[src/rtl/issue_ctrl_if.sv]
// issue_ctrl_if: fetch, decode, execute and writeback signals
// around the issue controller, with DUT-side and driver-side views.
interface issue_ctrl_if #(
  parameter int DWIDTH = 32,
  parameter int AWIDTH = 32
);
  logic              f_valid_i;
  logic [AWIDTH-1:0] f_pc_i;
  logic [DWIDTH-1:0] f_insn_i;
  logic              f_ready_o;
  logic [AWIDTH-1:0] dec_pc_o;
  logic [DWIDTH-1:0] dec_insn_o;
  logic [6:0]        dec_opcode_i;
  logic [4:0]        dec_rd_i;
  logic [4:0]        dec_rs1_i;
  logic [4:0]        dec_rs2_i;
  logic              e_valid_o;
  logic              e_ready_i;
  logic [AWIDTH-1:0] e_pc_o;
  logic [DWIDTH-1:0] e_insn_o;
  logic              e_illegal_o;
  logic              wb_valid_i;
  logic [4:0]        wb_rd_i;
  logic              flush_i;
  logic [31:0]       stall_cnt_o;

  modport slave (
    input  f_valid_i, f_pc_i, f_insn_i,
    input  dec_opcode_i, dec_rd_i,
    input  dec_rs1_i, dec_rs2_i,
    input  e_ready_i, wb_valid_i, wb_rd_i,
    input  flush_i,
    output f_ready_o, dec_pc_o, dec_insn_o,
    output e_valid_o, e_pc_o, e_insn_o,
    output e_illegal_o, stall_cnt_o
  );

  modport master (
    output f_valid_i, f_pc_i, f_insn_i,
    output dec_opcode_i, dec_rd_i,
    output dec_rs1_i, dec_rs2_i,
    output e_ready_i, wb_valid_i, wb_rd_i,
    output flush_i,
    input  f_ready_o, dec_pc_o, dec_insn_o,
    input  e_valid_o, e_pc_o, e_insn_o,
    input  e_illegal_o, stall_cnt_o
  );
endinterface

[src/rtl/issue_ctrl.sv]
// issue_ctrl: single-entry issue stage between fetch and execute,
// interlocked by a per-register scoreboard of outstanding writes.
module issue_ctrl #(
  parameter int DWIDTH = 32,
  parameter int AWIDTH = 32
) (
  input logic         clk,
  input logic         rst,
  issue_ctrl_if.slave bus
);
  localparam logic [6:0] OP_R     = 7'b0110011;
  localparam logic [6:0] OP_IMM   = 7'b0010011;
  localparam logic [6:0] OP_LD    = 7'b0000011;
  localparam logic [6:0] OP_JALR  = 7'b1100111;
  localparam logic [6:0] OP_ST    = 7'b0100011;
  localparam logic [6:0] OP_BR    = 7'b1100011;
  localparam logic [6:0] OP_JAL   = 7'b1101111;
  localparam logic [6:0] OP_LUI   = 7'b0110111;
  localparam logic [6:0] OP_AUIPC = 7'b0010111;
  localparam logic [6:0] OP_SYS   = 7'b1110011;

  logic              hold_valid;
  logic [AWIDTH-1:0] hold_pc;
  logic [DWIDTH-1:0] hold_insn;
  logic [31:0]       busy;
  logic [31:0]       busy_eff;
  logic [31:0]       busy_nxt;
  logic [31:0]       wb_clr;
  logic [31:0]       stall_cnt;
  logic              use_rs1;
  logic              use_rs2;
  logic              use_rd;
  logic              illegal;
  logic              hz_rs1;
  logic              hz_rs2;
  logic              hz_rd;
  logic              hazard;
  logic              e_valid;
  logic              fire;
  logic              f_ready;
  logic              accept;
  logic              stalled;

  // Register-use classification of the held opcode
  always_comb begin
    use_rs1 = 1'b0;
    use_rs2 = 1'b0;
    use_rd  = 1'b0;
    illegal = 1'b0;
    unique case (1'b1)
      bus.dec_opcode_i == OP_R: begin
        use_rs1 = 1'b1;
        use_rs2 = 1'b1;
        use_rd  = 1'b1;
      end
      bus.dec_opcode_i == OP_IMM,
      bus.dec_opcode_i == OP_LD,
      bus.dec_opcode_i == OP_JALR: begin
        use_rs1 = 1'b1;
        use_rd  = 1'b1;
      end
      bus.dec_opcode_i == OP_ST,
      bus.dec_opcode_i == OP_BR: begin
        use_rs1 = 1'b1;
        use_rs2 = 1'b1;
      end
      bus.dec_opcode_i == OP_JAL,
      bus.dec_opcode_i == OP_LUI,
      bus.dec_opcode_i == OP_AUIPC: begin
        use_rd = 1'b1;
      end
      bus.dec_opcode_i == OP_SYS: begin
        illegal = 1'b0;
      end
      default: begin
        illegal = 1'b1;
      end
    endcase
  end

  // A same-cycle writeback releases its register before the check
  assign wb_clr = bus.wb_valid_i
                ? (32'd1 << bus.wb_rd_i) : 32'd0;
  assign busy_eff = busy & ~wb_clr;

  assign hz_rs1 = use_rs1 && (bus.dec_rs1_i != 5'd0)
               && busy_eff[bus.dec_rs1_i];
  assign hz_rs2 = use_rs2 && (bus.dec_rs2_i != 5'd0)
               && busy_eff[bus.dec_rs2_i];
  assign hz_rd  = use_rd && (bus.dec_rd_i != 5'd0)
               && busy_eff[bus.dec_rd_i];
  assign hazard = hz_rs1 || hz_rs2 || hz_rd;

  assign e_valid = hold_valid && !hazard && !bus.flush_i;
  assign fire    = e_valid && bus.e_ready_i;
  assign f_ready = rst && !bus.flush_i
                && (!hold_valid || fire);
  assign accept  = bus.f_valid_i && f_ready;
  assign stalled = hold_valid && hazard && !bus.flush_i;

  // Scoreboard update: clear on writeback, then set on issue
  always_comb begin
    busy_nxt = busy & ~wb_clr;
    if (fire && use_rd) begin
      busy_nxt[bus.dec_rd_i] = 1'b1;
    end
    busy_nxt[0] = 1'b0;
  end

  // Holding register: load on accept, drop on issue or flush
  always_ff @(posedge clk) begin
    if (!rst) begin
      hold_valid <= 1'b0;
      hold_pc    <= '0;
      hold_insn  <= '0;
    end else if (bus.flush_i) begin
      hold_valid <= 1'b0;
    end else if (accept) begin
      hold_valid <= 1'b1;
      hold_pc    <= bus.f_pc_i;
      hold_insn  <= bus.f_insn_i;
    end else if (fire) begin
      hold_valid <= 1'b0;
    end
  end

  // Outstanding-write bits; kept across flush for older writebacks
  always_ff @(posedge clk) begin
    if (!rst) begin
      busy <= '0;
    end else begin
      busy <= busy_nxt;
    end
  end

  // Saturating count of hazard stall cycles
  always_ff @(posedge clk) begin
    if (!rst) begin
      stall_cnt <= '0;
    end else if (stalled && (stall_cnt != '1)) begin
      stall_cnt <= stall_cnt + 32'd1;
    end
  end

  assign bus.f_ready_o   = f_ready;
  assign bus.e_valid_o   = e_valid;
  assign bus.e_illegal_o = illegal;
  assign bus.e_pc_o      = hold_pc;
  assign bus.e_insn_o    = hold_insn;
  assign bus.dec_pc_o    = hold_pc;
  assign bus.dec_insn_o  = hold_insn;
  assign bus.stall_cnt_o = stall_cnt;
endmodule

[src/flat_wrapper.sv]
// flat-port wrapper written by rule: the top's interface ports become plain ports
module issue_ctrl_flat 
#(
  parameter int DWIDTH = 32,
  parameter int AWIDTH = 32
)
  (clk, rst, bus_f_valid_i, bus_f_pc_i, bus_f_insn_i, bus_dec_opcode_i, bus_dec_rd_i, bus_dec_rs1_i, bus_dec_rs2_i, bus_e_ready_i, bus_wb_valid_i, bus_wb_rd_i, bus_flush_i, bus_f_ready_o, bus_dec_pc_o, bus_dec_insn_o, bus_e_valid_o, bus_e_pc_o, bus_e_insn_o, bus_e_illegal_o, bus_stall_cnt_o);
  issue_ctrl_if #(.DWIDTH(DWIDTH), .AWIDTH(AWIDTH)) bus_i ();
  input logic clk;
  input logic rst;
  input wire logic [$bits(bus_i.f_valid_i)-1:0] bus_f_valid_i;
  input wire logic [$bits(bus_i.f_pc_i)-1:0] bus_f_pc_i;
  input wire logic [$bits(bus_i.f_insn_i)-1:0] bus_f_insn_i;
  input wire logic [$bits(bus_i.dec_opcode_i)-1:0] bus_dec_opcode_i;
  input wire logic [$bits(bus_i.dec_rd_i)-1:0] bus_dec_rd_i;
  input wire logic [$bits(bus_i.dec_rs1_i)-1:0] bus_dec_rs1_i;
  input wire logic [$bits(bus_i.dec_rs2_i)-1:0] bus_dec_rs2_i;
  input wire logic [$bits(bus_i.e_ready_i)-1:0] bus_e_ready_i;
  input wire logic [$bits(bus_i.wb_valid_i)-1:0] bus_wb_valid_i;
  input wire logic [$bits(bus_i.wb_rd_i)-1:0] bus_wb_rd_i;
  input wire logic [$bits(bus_i.flush_i)-1:0] bus_flush_i;
  output wire logic [$bits(bus_i.f_ready_o)-1:0] bus_f_ready_o;
  output wire logic [$bits(bus_i.dec_pc_o)-1:0] bus_dec_pc_o;
  output wire logic [$bits(bus_i.dec_insn_o)-1:0] bus_dec_insn_o;
  output wire logic [$bits(bus_i.e_valid_o)-1:0] bus_e_valid_o;
  output wire logic [$bits(bus_i.e_pc_o)-1:0] bus_e_pc_o;
  output wire logic [$bits(bus_i.e_insn_o)-1:0] bus_e_insn_o;
  output wire logic [$bits(bus_i.e_illegal_o)-1:0] bus_e_illegal_o;
  output wire logic [$bits(bus_i.stall_cnt_o)-1:0] bus_stall_cnt_o;
  assign bus_i.f_valid_i = bus_f_valid_i;
  assign bus_i.f_pc_i = bus_f_pc_i;
  assign bus_i.f_insn_i = bus_f_insn_i;
  assign bus_i.dec_opcode_i = bus_dec_opcode_i;
  assign bus_i.dec_rd_i = bus_dec_rd_i;
  assign bus_i.dec_rs1_i = bus_dec_rs1_i;
  assign bus_i.dec_rs2_i = bus_dec_rs2_i;
  assign bus_i.e_ready_i = bus_e_ready_i;
  assign bus_i.wb_valid_i = bus_wb_valid_i;
  assign bus_i.wb_rd_i = bus_wb_rd_i;
  assign bus_i.flush_i = bus_flush_i;
  assign bus_f_ready_o = bus_i.f_ready_o;
  assign bus_dec_pc_o = bus_i.dec_pc_o;
  assign bus_dec_insn_o = bus_i.dec_insn_o;
  assign bus_e_valid_o = bus_i.e_valid_o;
  assign bus_e_pc_o = bus_i.e_pc_o;
  assign bus_e_insn_o = bus_i.e_insn_o;
  assign bus_e_illegal_o = bus_i.e_illegal_o;
  assign bus_stall_cnt_o = bus_i.stall_cnt_o;
  issue_ctrl #(.DWIDTH(DWIDTH), .AWIDTH(AWIDTH)) u_core (.clk(clk), .rst(rst), .bus(bus_i));
endmodule
[config.mk]
export PLATFORM = sky130hd
export DESIGN_NAME = issue_ctrl_flat
export DESIGN_NICKNAME = d
export VERILOG_FILES = /design/src/rtl/issue_ctrl_if.sv /design/src/rtl/issue_ctrl.sv /design/src/flat_wrapper.sv
export SDC_FILE = /design/constraint.sdc
export NUM_CORES = 1
export LEC_CHECK = 0
export BUFFER_PORTS_ARGS = -buffer_cell sky130_fd_sc_hd__buf_2
export CAP_MARGIN = 20
export CORE_ASPECT_RATIO = 0.8
export CORE_MARGIN = 4
export CORE_UTILIZATION = 46
export DETAILED_ROUTE_END_ITERATION = 10
export GPL_TIMING_DRIVEN = 0
export PLACE_DENSITY = 0.83
export SLEW_MARGIN = 20
export SYNTH_ARGS = -nofsm -noshare
export SYNTH_HDL_FRONTEND = slang
export SYNTH_SLANG_ARGS = --single-unit
[constraint.sdc]
create_clock -name clk -period 3.2 [get_ports clk]
set_input_delay 0.48 -clock clk [delete_from_list [all_inputs] [get_ports clk]]
set_output_delay 0.48 -clock clk [all_outputs]
set_load 0.1 [all_outputs]
==> impl_metrics.csv, run 1 <==
group,metric,value,unit
sta,report.final.hold_viol_count,0,
clocking,clk_transition_reported_paths,0.06,ns
sta,rsz0062_at_grt,"true",
finish,final_net_count,1272,
drt,detail_route.wirelength,27.3,mm
power,ir_worst_vdd,418,uV
clocking,cts_root_buffer,"clkbuf_16",
floorplan,dieHeight,122,um
yosys,ys_async_sr_fraction,0,
yosys,synth-simple-area-share,0.226,
setup_path,timing.critical_path.slowest_cell_delay,0.51,ns
power,fin_total_pwr,4.54,mW
flow_run,maxCapViolations,0,
sta,timing.final.max_slew_violations,0,
finish,insertedDiodeCount,0,
power,power_per_cell_area,447,mW/mm2
clocking,clock_tree.htree_level_count,4,
hold_path,hold_path.class,"in -> reg",
status,status,"finished, violations left",
global_routing,gr-usage-met1,0.406,
yosys,mean_instance_size_in_the_synthesized_netlist,8.42,um2
finish,n_fill_cell,1376,
yosys,dominantRegCellSynth,"dfxtp_1",
global_routing,grt_use_total,0.284,
setup_path,worstSetupPathType,"in -> out",
sta,final-setup-viol-count,2,
drt,dr.first_iter.drc_count,800,
yosys,synth_seq_area_share,0.346,
setup_path,worst_setup_path_start_kind,"input pin",
sta,fin_crit_sh,1.03,
global_routing,grt_pass1_wl,40.9,mm
setup_path,worst_setup_path_end_kind,"output pin",
setup_path,worstRegToRegCells,12,
drt,dr.pass1.iters,5,
placed_design,placement.cell_area,0.00899,mm2
placed_design,gp_congestion,0.983,
floorplan,floorplan.die.width,150,um
sta,fin_worst_skew,0.00897,ns
hold_path,holdCritStartpoint,"bus_f_valid_i",
hold_path,hold_depth,3,
yosys,post_synth_fa_ha_maj_area_fraction,0.00169,
setup_path,critPathMaxFanout,8,
drt,post-route-drc-count,0,
global_routing,antenna_found_initial,1,
yosys,synth_cell_types,71,
floorplan,die_footprint,0.0182,mm2
power,total_leakage_power,4.31,nW
sta,max_slew_margin,0.460,
setup_path,timing.rr.end,"u_core.bus.dec_pc_o[24]",
yosys,postSynthRegisterBits,128,
finish,layout.cells.most_common_list,"254 x buf_2, 125 x dfxtp_1, 97 x buf_4, 82 x a21oi_1, 72 x o21ai_0",
yosys,synthCells,880,
sta,final_period_minus_worst_setup_slack,3.31,ns
clocking,clock_sink_count,128,
floorplan,std_cell_rows,41,
yosys,synth_enable_flop_cells,0,
yosys,synth_top_area_share,0.346,
setup_path,timing.critical_path.slowest_stage_cell,"mux4_2",
drt,num_vias,8304,
global_routing,met3_usage,0.0851,
clocking,cts_hold_buffers,0,
yosys,post_synth_mux_area_share,0.0478,
setup_path,regToRegSetupSlack,0.22,ns
finish,final_common_cell,"buf_2",
clocking,numCtsBuffers,17,
status,violations,"negative setup slack",
clocking,clk_path_buf_depth,2,
yosys,dominant_combinational_cell_family_by_area_after_synthesis,"compound AO/OA/AOI/OAI gates",
clocking,clk_latency,0.42,ns
global_routing,grt_use_met2,0.411,
yosys,yosys.area.top_type,"dfxtp_1",
sta,final_critical_path_setup_slack,-0.109,ns
yosys,yosys_warnings,0,
floorplan,boundaryPins,260,
floorplan,initial_utilization,0.469,
placed_design,detail_placement_hpwl,19.8,mm
finish,area.growth.synth_to_final,36.9,%
setup_path,path_cells,"buf_8 > buf_6 > nand4bb_4 > o21ai_4 > mux2i_1 > mux4_2 > o211ai_4 > o2111a_2 > a21boi_4 > nor2_4 > buf_12",
sta,achievable-frequency,0.302,GHz
sta,worst_slew_pin_tran,0.807,ns
drt,routed_via_density,5.93,
setup_path,worst-endpoint-required,2.72,ns
yosys,synth_xor_xnor_area_share,0.00591,
placed_design,placement.io_buffers,252,
drt,post_drt_wl_per_cell,19.5,um
global_routing,number_of_global_route_vias_before_repair,7386,
global_routing,grt_start_max_net_pins,17,
drt,ant_nets,0,
clocking,clock_tree_from_tritoncts,"built",
hold_path,timing.hold.worst_endpoint,"u_core.hold_valid",
floorplan,core_area,0.0158,mm2
finish,drive_gt1_frac,0.401,
yosys,number_of_nets_in_the_synthesized_netlist,978,
sta,fin_worst_hold_slack,0.296,ns
setup_path,timing.rr.start,"u_core.busy[29]",
yosys,synth.top_cells.by_area,"dfxtp_1 35%, buf_4 6.8%, nand3b_1 6.8%",
global_routing,grt-busiest-layer,"met2",
global_routing,grt_remaining_overflow,0,
yosys,complex_gate_fraction_of_the_synthesized_area,0.256,
setup_path,worst_ep_arrival_time,2.83,ns
finish,postLayoutCellArea,0.0101,mm2
yosys,syn_area,0.00741,mm2
layout make-up:
cell class | instances | area (um2) | area share
clock inverters | 9 | 131 | 0.0129
multi-input cells | 596 | 4240 | 0.418
repair buffers | 279 | 1530 | 0.151
inverters | 13 | 48.8 | 0.00481
well taps | 215 | 269 | 0.0265
plain buffers | 139 | 887 | 0.0874
clock buffers | 22 | 474 | 0.0467
flip-flops and latches | 128 | 2570 | 0.253
critical path: cells and delay by family:
family                 cells  cell delay, ns
buffers and inverters      3            0.41
muxes                      2            0.61
AOI/OAI and AO/OA          4            0.88
and+or+nand+nor            2            0.45
synthesized netlist by cell type, drive strengths merged, types with 3 or more instances:
cell type	number
dfxtp	128
o21ai	109
buf	89
a21oi	83
nand3b	67
clkbuf	54
o22ai	28
o211ai	27
nand2	24
nor2	22
nand3	21
nand2b	19
o31ai	18
and3	16
mux2i	14
or3	14
inv	13
nand4	13
nor3	10
o2111ai	9
mux4	8
or4	8
and2	5
and4	5
nand4b	5
nor2b	5
a211oi	4
nand4bb	4
nor4	4
o32ai	4
or2	4
xor2	4
a31oi	3
mux2	3
nor3b	3
o21a	3
o311a	3
where the power goes:
part           leakage [nW]  internal, mW  switching (mW)
Clock                 0.300          1.28           0.724
Combinational          2.98         0.221           0.665
Sequential             1.04          1.62          0.0242
registers in the layout, summed over array words and instances, names as in the netlist:
| name | count |
|---|---|
| u_core.busy | 31 |
| u_core.bus.dec_insn_o | 32 |
| u_core.bus.dec_pc_o | 32 |
| u_core.hold_valid | 1 |
| u_core.bus.stall_cnt_o | 32 |
metal layers:
| metal | up-vias | wire length, um | share of wire |
|---|---|---|---|
| li1 | 3837 | - | - |
| met1 | 3921 | 11700 | 0.43 |
| met2 | 481 | 12000 | 0.44 |
| met3 | 63 | 2950 | 0.11 |
| met4 | 2 | 658 | 0.024 |
| met5 | - | 13 | 0.00048 |
worst max path at each step:
stage | from | endpoint | slack, ns | cells after the start
floorplan | bus_wb_rd_i[0] | bus_f_ready_o | -0.33 | 11
global placement | bus_wb_rd_i[0] | bus_f_ready_o | -1.09 | 13
detailed placement | bus_wb_rd_i[1] | bus_f_ready_o | -1.06 | 13
CTS | bus_wb_rd_i[0] | bus_f_ready_o | -0.11 | 11
global route | bus_wb_rd_i[1] | bus_f_ready_o | -0.16 | 12
finish | bus_wb_rd_i[1] | bus_f_ready_o | -0.11 | 11
metrics by stage:
stage / std cells / utilization / worst slack (ns) / TNS, ns
floorplan: 880 / - / -0.329 / -0.482
global placement: 1347 / 0.569 / -1.09 / -71.64
detailed placement: 1347 / 0.569 / -1.06 / -68.97
CTS: 1400 / 0.631 / -0.106 / -0.205
global route: 1401 / 0.642 / -0.162 / -0.307
finish: 1401 / 0.642 / -0.109 / -0.191
cell families after synthesis:
| kind of cell | after synthesis |
|---|---|
| compound gates | 307 |
| xor+xnor | 5 |
| fa+ha+maj | 1 |
| buf+inv | 156 |
| flops | 128 |
| mux | 25 |
| simple gates | 258 |
repair_timing:
| action | in CTS | in global routing |
|---|---|---|
| pin swaps | 12 | 17 |
| buffers inserted | 23 | 3 |
| cloned | 1 | 1 |
| gates resized for setup | 61 | 99 |
| endpoints found under the setup margin | 119 | 109 |
Power figures use the tool's default switching activity.
==> run 2: changes to the inputs <==
--- a/config.mk
+++ b/config.mk
@@ -5,11 +5,12 @@
 export SDC_FILE = /design/constraint.sdc
 export NUM_CORES = 1
 export LEC_CHECK = 0
+export ABC_AREA = 1
 export BUFFER_PORTS_ARGS = -buffer_cell sky130_fd_sc_hd__buf_2
 export CAP_MARGIN = 20
 export CORE_ASPECT_RATIO = 0.8
 export CORE_MARGIN = 4
-export CORE_UTILIZATION = 46
+export CORE_UTILIZATION = 47
 export DETAILED_ROUTE_END_ITERATION = 10
 export GPL_TIMING_DRIVEN = 0
 export PLACE_DENSITY = 0.83
==> impl_metrics.csv, run 2 <==
group,metric,value,unit
global_routing,antenna_found_initial,0,
yosys,top_count_cell_post_synth,"nand2_1",
sta,fin_crit_sh,0.970,
sta,timing.final.max_slew_violations,0,
finish,drive_gt1_frac,0.242,
floorplan,die_footprint,0.0202,mm2
setup_path,critPathMaxFanout,10,
clocking,clk_path_buf_depth,2,
sta,final_period_minus_worst_setup_slack,3.10,ns
global_routing,grt_start_max_net_pins,17,
flow_run,maxCapViolations,0,
setup_path,worst-endpoint-required,2.72,ns
yosys,ys_async_sr_fraction,0,
yosys,ys_top_cells_by_count,"350 x nand2_1, 255 x inv_1, 155 x nor2_1",
yosys,synth_cell_types,33,
power,ir_worst_vdd,410,uV
drt,post-route-drc-count,0,
power,power_per_cell_area,458,mW/mm2
floorplan,floorplan.die.width,158,um
power,fin_total_pwr,4.95,mW
setup_path,timing.rr.start,"u_core.bus.stall_cnt_o[4]",
finish,insertedDiodeCount,0,
setup_path,crit_start,"bus_wb_rd_i[2]",
yosys,dominantRegCellSynth,"dfxtp_1",
floorplan,dieHeight,128,um
hold_path,hold_path.class,"in -> reg",
drt,dr.first_iter.drc_count,1083,
setup_path,worst_setup_path_end_kind,"output pin",
floorplan,initial_utilization,0.484,
global_routing,grt_use_total,0.275,
yosys,syn_area,0.00846,mm2
finish,layout.cells.most_common_list,"346 x nand2_1, 266 x buf_2, 254 x inv_1, 144 x nor2_1, 128 x dfxtp_1",
placed_design,detail_placement_hpwl,23.5,mm
drt,dr.pass1.iters,6,
placed_design,placement.io_buffers,253,
floorplan,std_cell_rows,43,
setup_path,worstRegToRegCells,13,
setup_path,worst_ep_arrival_time,2.62,ns
status,status,"finished clean",
setup_path,worst_setup_path_start_kind,"input pin",
drt,routed_via_density,5.20,
sta,report.final.hold_viol_count,0,
global_routing,number_of_global_route_vias_before_repair,8570,
sta,max_slew_margin,0.581,
clocking,clk_latency,0.43,ns
finish,final_net_count,1787,
clocking,clock_sink_count,128,
clocking,clock_tree_from_tritoncts,"built",
global_routing,grt_remaining_overflow,0,
clocking,cts_root_buffer,"clkbuf_16",
yosys,yosys_warnings,0,
placed_design,gp_congestion,0.985,
yosys,synth_top_area_share,0.303,
yosys,number_of_nets_in_the_synthesized_netlist,1511,
floorplan,core_area,0.0175,mm2
drt,post_drt_wl_per_cell,15.4,um
yosys,synthCells,1413,
sta,worst_slew_pin_tran,0.629,ns
drt,ant_nets,0,
sta,final-setup-viol-count,0,
clocking,numCtsBuffers,17,
floorplan,boundaryPins,260,
finish,final_common_cell,"nand2_1",
finish,fin_util,0.617,
sta,fin_worst_hold_slack,0.367,ns
sta,achievable-frequency,0.322,GHz
yosys,synth.top_cells.by_area,"dfxtp_1 30%, nand2_1 16%, inv_1 11%",
yosys,yosys.area.top_type,"dfxtp_1",
yosys,mean_instance_size_in_the_synthesized_netlist,5.99,um2
placed_design,dpl.cell_count,1891,
sta,fin_worst_skew,0.0145,ns
clocking,clk_transition_reported_paths,0.07,ns
global_routing,grt_pass1_wl,44.6,mm
finish,finalNonFillerCells,1927,
setup_path,timing.rr.end,"u_core.bus.stall_cnt_o[19]",
setup_path,regToRegSetupSlack,0.47,ns
yosys,synth_enable_flop_cells,0,
yosys,postSynthRegisterBits,128,
clocking,clock_tree.htree_level_count,4,
drt,num_vias,10000,
finish,area.growth.synth_to_final,27.6,%
setup_path,critical_path.endpoint,"bus_f_ready_o",
power,total_leakage_power,5.51,nW
drt,detail_route.wirelength,29.6,mm
yosys,synth_seq_area_share,0.303,
setup_path,worstSetupPathType,"in -> out",
clocking,cts_hold_buffers,0,
finish,n_fill_cell,1650,
sta,setup_tns,0,ns
==> run 2: changes by cell type after synthesis, moves of 16 or more <==
cell | previous run | this run
nand2_1 | 24 | 350
inv_1 | 13 | 255
nor2_1 | 22 | 155
nand3_1 | 20 | 129
nand4_1 | 13 | 114
o21ai_0 | 99 | 13
nand3b_1 | 67 | 1
clkbuf_1 | 51 | 26
o211ai_1 | 26 | 2
o22ai_1 | 22 | 1
nand2b_1 | 19 | 0
a21oi_1 | 83 | 65
o31ai_1 | 18 | 0
and3_1 | 16 | 0
==> run 2: final cells by class <==
type | count | area [um2] | share of cell area
well taps | 225 | 282 | 0.0261
plain buffers | 131 | 826 | 0.0765
flip-flops and latches | 128 | 2560 | 0.237
clock buffers | 18 | 439 | 0.0407
repair buffers | 257 | 1330 | 0.123
clock inverters | 14 | 173 | 0.0160
inverters | 261 | 983 | 0.0911
multi-input cells | 893 | 4210 | 0.390
==> run 2: per-layer routing <==
metal	global-route usage	routed length, um	up-vias
li1	-	-	4956
met1	0.409	13300	4463
met2	0.420	13100	551
met3	0.0442	2770	51
met4	0.0572	513	0
met5	0	0	-
==> run 2: worst min path at each step <==
stage	start	endpoint	cells past startpoint
5_1_grt	bus_f_insn_i[15]	u_core.bus.dec_insn_o[15]	5
3_5_place_dp	u_core.bus.dec_insn_o[15]	u_core.bus.dec_insn_o[15]	4
2_1_floorplan	u_core.busy[13]	u_core.busy[13]	2
6_report	bus_f_pc_i[28]	u_core.bus.dec_pc_o[28]	5
4_1_cts	bus_f_insn_i[15]	u_core.bus.dec_insn_o[15]	5
3_3_place_gp	u_core.bus.stall_cnt_o[17]	u_core.bus.stall_cnt_o[17]	2
==> run 2: kinds of logic (layout without fill, tap and decap cells) <==
logic type | after synthesis | after routing | synth area share
AND/OR/NAND/NOR | 787 | 787 | 0.412
buffers and inverters | 392 | 681 | 0.211
flip-flops | 128 | 128 | 0.303
AO/OA/AOI/OAI | 87 | 87 | 0.0543
XOR/XNOR | 18 | 18 | 0.0186
adder cells (fa/ha/maj) | 1 | 1 | 0.00148
==> run 2: what timing repair did <==
item,4_1_cts,5_1_grt
setup buffers,0,4
pin swaps,0,6
cloned,0,0
setup endpoints to repair,2,2
gates resized for setup,7,38
==> run 2: per-stage QoR <==
step | setup WS [ns] | area [um2]
finish | 0.0974 | 10800
CTS | 0.0456 | 10600
detailed placement | -0.301 | 10000
floorplan | 0.0668 | 8460
global route | -0.0376 | 10800
global placement | -0.348 | 10000
==> run 2: report_power, final <==
group          switching (mW)  internal, mW  total (mW)
Clock                   0.818          1.20        2.02
Combinational           0.984         0.269        1.25
Sequential             0.0400          1.64        1.68
Total                    1.84          3.10        4.95
==> run 2: worst max-delay path, stage by stage <==
cell and delay [ns]:
clkbuf_4 0.18, clkinvlp_4 0.13, buf_4 0.12, nand4_1 0.24, nand3_1 0.15, nand3_1 0.09
nand3_1 0.12, nand2_1 0.06, nand2_1 0.06, nand3_1 0.07, nand3_1 0.22, nand4_1 0.24
a21oi_2 0.26, buf_12 0.20
